<file path="config.mk">
export PLATFORM = sky130hd
export DESIGN_NAME = if_id_buf
export DESIGN_NICKNAME = d
export VERILOG_FILES = /design/src/rtl/rv_pkg.sv /design/src/rtl/rv_opcode_chk.sv /design/src/rtl/if_id_buf.sv
export SDC_FILE = /design/constraint.sdc
export NUM_CORES = 1
export LEC_CHECK = 0
export ABC_AREA = 1
export CELL_PAD_IN_SITES_DETAIL_PLACEMENT = 1
export CELL_PAD_IN_SITES_GLOBAL_PLACEMENT = 2
export CORE_AREA = 2 2 127 191
export DETAILED_ROUTE_END_ITERATION = 12
export DIE_AREA = 0 0 129 193
export HOLD_SLACK_MARGIN = 0.12
export PLACE_DENSITY = 0.83
export SLEW_MARGIN = 0
export SYNTH_ARGS = -nofsm -noshare
export SYNTH_HDL_FRONTEND = slang
export SYNTH_SLANG_ARGS = --single-unit
</file>
<file path="constraint.sdc">
create_clock -name clk -period 4.5 [get_ports clk]
set_input_delay 0.9 -clock clk [delete_from_list [all_inputs] [get_ports clk]]
set_output_delay 0.9 -clock clk [all_outputs]
set_load 0.01 [all_outputs]
</file>
<file path="src/rtl/rv_pkg.sv">
// Shared RV32I constants and fetch/decode buffer types.
package rv_pkg;

  localparam logic [31:0] NOP_INST = 32'h0000_0013;

  localparam logic [6:0] OP_LOAD     = 7'h03;
  localparam logic [6:0] OP_MISC_MEM = 7'h0F;
  localparam logic [6:0] OP_IMM      = 7'h13;
  localparam logic [6:0] OP_AUIPC    = 7'h17;
  localparam logic [6:0] OP_STORE    = 7'h23;
  localparam logic [6:0] OP_REG      = 7'h33;
  localparam logic [6:0] OP_LUI      = 7'h37;
  localparam logic [6:0] OP_BRANCH   = 7'h63;
  localparam logic [6:0] OP_JALR     = 7'h67;
  localparam logic [6:0] OP_JAL      = 7'h6F;
  localparam logic [6:0] OP_SYSTEM   = 7'h73;

  typedef struct packed {
    logic [31:0] pc;
    logic [31:0] inst;
  } if_id_entry;

  typedef enum logic [1:0] {
    BUF_EMPTY = 2'd0,
    BUF_ONE   = 2'd1,
    BUF_TWO   = 2'd2
  } buf_state_t;

endpackage

</file>
<file path="src/rtl/rv_opcode_chk.sv">
// Combinational RV32I base-opcode legality check on the low 7 instruction bits.
module rv_opcode_chk
  import rv_pkg::*;
(
  input  logic [6:0] opcode,
  output logic       illegal
);

  logic known;

  always_comb begin
    known = 1'b0;
    case (opcode)
      OP_LOAD, OP_MISC_MEM, OP_IMM, OP_AUIPC, OP_STORE, OP_REG,
      OP_LUI, OP_BRANCH, OP_JALR, OP_JAL, OP_SYSTEM: known = 1'b1;
      default: known = 1'b0;
    endcase
  end

  // Compressed encodings (low bits != 11) are rejected even though no listed opcode matches them.
  assign illegal = (opcode[1:0] != 2'b11) | ~known;

endmodule

</file>
<file path="src/rtl/if_id_buf.sv">
// Fetch-to-decode 2-entry skid buffer with valid/ready handshake and branch flush.
// Optional illegal-opcode flag on the head entry: define IF_ID_BUF_ILLEGAL_CHECK_EN.
//
// state     | meaning
// BUF_EMPTY | no entries, id_valid=0, NOP presented
// BUF_ONE   | one entry, fetch and decode may both transfer
// BUF_TWO   | full, if_ready=0
module if_id_buf
  import rv_pkg::*;
#(
  parameter int               XLEN     = 32,
  parameter logic [XLEN-1:0]  NOP_INST = XLEN'(rv_pkg::NOP_INST)
) (
  input  logic            clk,
  input  logic            rst,
  input  logic            if_valid,
  input  logic [XLEN-1:0] if_pc,
  input  logic [XLEN-1:0] if_inst,
  output logic            if_ready,
  input  logic            brh,
  output logic            id_valid,
  output logic [XLEN-1:0] id_pc,
  output logic [XLEN-1:0] id_inst,
  input  logic            id_ready,
  output logic            id_illegal
);

  buf_state_t      state, state_nxt;
  logic            wr_ptr, wr_ptr_nxt;
  logic            rd_ptr, rd_ptr_nxt;
  logic [XLEN-1:0] ent_pc   [2];
  logic [XLEN-1:0] ent_inst [2];
  logic            push, pop;

  assign if_ready = (state != BUF_TWO);
  assign id_valid = (state != BUF_EMPTY);
  assign push     = if_valid & if_ready & ~brh;
  assign pop      = id_valid & id_ready & ~brh;

  always_ff @(posedge clk or posedge rst) begin
    if (rst) begin
      state  <= BUF_EMPTY;
      wr_ptr <= 1'b0;
      rd_ptr <= 1'b0;
    end else begin
      state  <= state_nxt;
      wr_ptr <= wr_ptr_nxt;
      rd_ptr <= rd_ptr_nxt;
    end
  end

  always_comb begin
    state_nxt  = state;
    wr_ptr_nxt = wr_ptr;
    rd_ptr_nxt = rd_ptr;
    if (brh) begin
      state_nxt  = BUF_EMPTY;
      wr_ptr_nxt = 1'b0;
      rd_ptr_nxt = 1'b0;
    end else begin
      case (state)
        BUF_EMPTY: if (push) state_nxt = BUF_ONE;
        BUF_ONE: begin
          if (push && !pop)      state_nxt = BUF_TWO;
          else if (pop && !push) state_nxt = BUF_EMPTY;
        end
        BUF_TWO:   if (pop) state_nxt = BUF_ONE;
        default:   state_nxt = BUF_EMPTY;
      endcase
      if (push) wr_ptr_nxt = ~wr_ptr;
      if (pop)  rd_ptr_nxt = ~rd_ptr;
    end
  end

  // Slots are not cleared on flush; the zeroed pointers make stale data unreachable.
  always_ff @(posedge clk or posedge rst) begin
    if (rst) begin
      for (int i = 0; i < 2; i++) begin
        ent_pc[i]   <= '0;
        ent_inst[i] <= NOP_INST;
      end
    end else if (push) begin
      ent_pc[wr_ptr]   <= if_pc;
      ent_inst[wr_ptr] <= if_inst;
    end
  end

  assign id_pc   = id_valid ? ent_pc[rd_ptr]   : '0;
  assign id_inst = id_valid ? ent_inst[rd_ptr] : NOP_INST;

`ifdef IF_ID_BUF_ILLEGAL_CHECK_EN
  logic chk_illegal;

  rv_opcode_chk u_opcode_chk (
    .opcode  (id_inst[6:0]),
    .illegal (chk_illegal)
  );

  assign id_illegal = id_valid & chk_illegal;
`else
  assign id_illegal = 1'b0;
`endif

endmodule

</file>
==> impl_metrics.env <==
export IMPL_outcome="finished, final reports clean"
export IMPL_cts_hold_buf=0
export IMPL_ys_seq_area_frac=0.536
export IMPL_fin_util=0.354
export IMPL_drc=0
export IMPL_cts_sinks=132
export IMPL_tritoncts="built"
export IMPL_routed_top_layer="met4"
export IMPL_start_kind="flop"
export IMPL_via_per_inst=4.29
export IMPL_hp_class="reg2reg"
export IMPL_grt_pass1_vias=5383
export IMPL_nets=905
export IMPL_clock_latency_ns=0.41
export IMPL_fp_row_count=69
export IMPL_wl_met1_um=7160
export IMPL_finalHoldViolations=0
export IMPL_vdd_drop_max_mv=0.219
export IMPL_tightestPinTransition_ns=0.983
export IMPL_numCtsBuffers=17
export IMPL_final_cell_mix="nand2_1, clkdlybuf4s50_1, dfrtp_1"
export IMPL_ios=136
export IMPL_crit_required_ns=3.60
export IMPL_crit_type="reg2out"
export IMPL_fin_crit_sh=0.735
export IMPL_die_area_mm2=0.0249
export IMPL_dieWidth_um=129
export IMPL_worst_r2r_path_depth=8
export IMPL_coreArea_mm2=0.0234
export IMPL_area_growth_pct=34.0
export IMPL_regArea_mm2=0.00331
export IMPL_power_frac_seq=0.396
export IMPL_syn_nets=794
export IMPL_fillers=2753
export IMPL_antenna_found_initial=0
export IMPL_clockRootBuffer="clkbuf_16"
export IMPL_wl_met3_um=447
export IMPL_relSlewSlack=0.345
export IMPL_p_int_mw=2.96
export IMPL_grt_usage=0.143
export IMPL_totalWireLength_um=17100
export IMPL_holdWs_ns=0.473
export IMPL_post_route_cell_area_mm2=0.00828
export IMPL_combPwrFrac=0.273
export IMPL_ys_ff_latch=132
export IMPL_worstPathArrival_ns=2.41
export IMPL_clk_pin_slew_ns=0.06
export IMPL_sw_frac_of_total=0.314
export IMPL_ant_nets=0
export IMPL_multi_input_area_mm2=0.00226
export IMPL_rsz0062_at_grt="no"
export IMPL_slew_viol_final=0
export IMPL_hold_path_cell_count=2
export IMPL_p_sw_mw=1.36
export IMPL_clock_power_share=0.331
export IMPL_cts_repair_resized=0
export IMPL_ctsLongestPathBuffers=2
export IMPL_wl_met2_um=9280
export IMPL_critical_path_max_stage_delay_ns=0.59
export IMPL_antennaDiodeCount=0
export IMPL_drt_pass1_iter_count=6
export IMPL_dp_hpwl_um=11300
export IMPL_maxClockFrequency_ghz=0.302
export IMPL_total_leakage_power_nw=3.78
export IMPL_cpMaxStageDelayCell="clkdlybuf4s50_1"
export IMPL_wl_per_cell_um=14.7
export IMPL_htree_levels=4
export IMPL_portBuffers=134
export IMPL_die_height_um=193
export IMPL_drive_gt1_frac=0.126
export IMPL_yosys_warnings=0
export IMPL_path_cells="inv_2, buf_12, nand2_1, a21oi_1, clkdlybuf4s50_1"
export IMPL_vias=5012
export IMPL_end_kind="primary output"
export IMPL_synth_area_per_cell_um2=8.53
export IMPL_grt_pass1_wl_um=27700
export IMPL_setup_viol_count_final=0
export IMPL_postCtsSetupBuffers=0
export IMPL_fin_setup_tns_ns=0
export IMPL_p_per_area_mw_per_mm2=521
export IMPL_drt_iter0_drc=169
export IMPL_cp_max_fo=41
export IMPL_initial_core_util=0.264
export IMPL_drv_cap=0
export IMPL_synth_area_mm2=0.00618
export IMPL_layout_commonest_cell="nand2_1"
export IMPL_grt_max_degree=130
export IMPL_routabilityCongestion=0.735
export IMPL_p_total_mw=4.31
export IMPL_syn_inst=725
export IMPL_gr_total_overflow=0
export IMPL_postPlaceCellArea_mm2=0.00767
export IMPL_r2r_slack_ns=2.44
export IMPL_yosysUniqueCellTypes=20
export IMPL_finalCriticalPeriod_ns=3.31
export IMPL_skew_ns=0.0104
synth_stat cells:
cell type  count  area share
nand2_1      262        0.16
dfrtp_1      126        0.51
inv_1         72       0.044
o21ai_1       71       0.057
a21oi_1       63       0.051
o21ai_2       52       0.074
buf_6         22       0.040
clkbuf_1      15      0.0091
o21ai_0        8      0.0065
dfstp_2        6       0.026
nand3_1        6      0.0049
buf_1          5      0.0030
buf_2          5      0.0040
nand2_2        4      0.0040
buf_4          2      0.0024
nor2_1         2      0.0012
conb_1         1     0.00061
inv_2          1     0.00061
nand4_1        1      0.0010
nor2_4         1      0.0018
registers in the layout, summed over array words and instances (netlist names):
name and count:
ent_inst 64, ent_pc 64, state 2, rd_ptr 1
wr_ptr 1
layout make-up:
type | count | share of cell area
Multi-Input combinational cell | 471 | 0.273
Clock inverter | 14 | 0.0211
Timing Repair Buffer | 141 | 0.171
Clock buffer | 18 | 0.0530
Inverter | 73 | 0.0337
Tap cell | 319 | 0.0482
Sequential cell | 132 | 0.400
final timing paths:
| check | startpoint | end |
|---|---|---|
| min reg2reg | ent_inst[1] | ent_inst[1] |
| max | rd_ptr | id_inst[20] |
| min in group asynchronous | rst | ent_pc[48] |
| max in group asynchronous | rst | ent_inst[33] |
| max reg2reg | state[0] | ent_pc[11] |
| min | ent_inst[1] | ent_inst[1] |
power groups by stage:
stage	combinational (mW)	sequential [mW]	clock (mW)
final	1.18	1.71	1.43
after global routing	1.33	1.75	1.52
after CTS	1.21	1.71	1.47
after detailed placement	1.20	1.73	0
after global placement	1.19	1.72	0
after floorplan	0.726	1.67	0
kinds of logic after synthesis:
| family | after synthesis | share of synthesized area |
|---|---|---|
| simple gates | 276 | 0.172 |
| flops | 132 | 0.536 |
| buf+inv | 122 | 0.103 |
| other cells | 1 | 0.000607 |
| compound gates | 194 | 0.189 |
critical path, delay by kind of cell, from the launching register on:
kind | cells | cell delay (ns)
flip-flops | 1 | 0.40
buffers and inverters | 3 | 1.30
AO/OA/AOI/OAI | 1 | 0.22
AND/OR/NAND/NOR | 1 | 0.08
through the flow:
stage / worst slack [ns] / std cells
global route: 1.00 / 1168
finish: 1.19 / 1168
floorplan: 0.0839 / 725
CTS: 1.10 / 1168
detailed placement: 1.55 / 1136
global placement: 1.57 / 1136
layer usage:
metal / up-vias / GRT usage
met5: - / 0
met4: 0 / 0.0477
met3: 12 / 0.0237
met2: 92 / 0.264
met1: 2405 / 0.168
li1: 2503 / -
(Power assumes the default switching activity.)
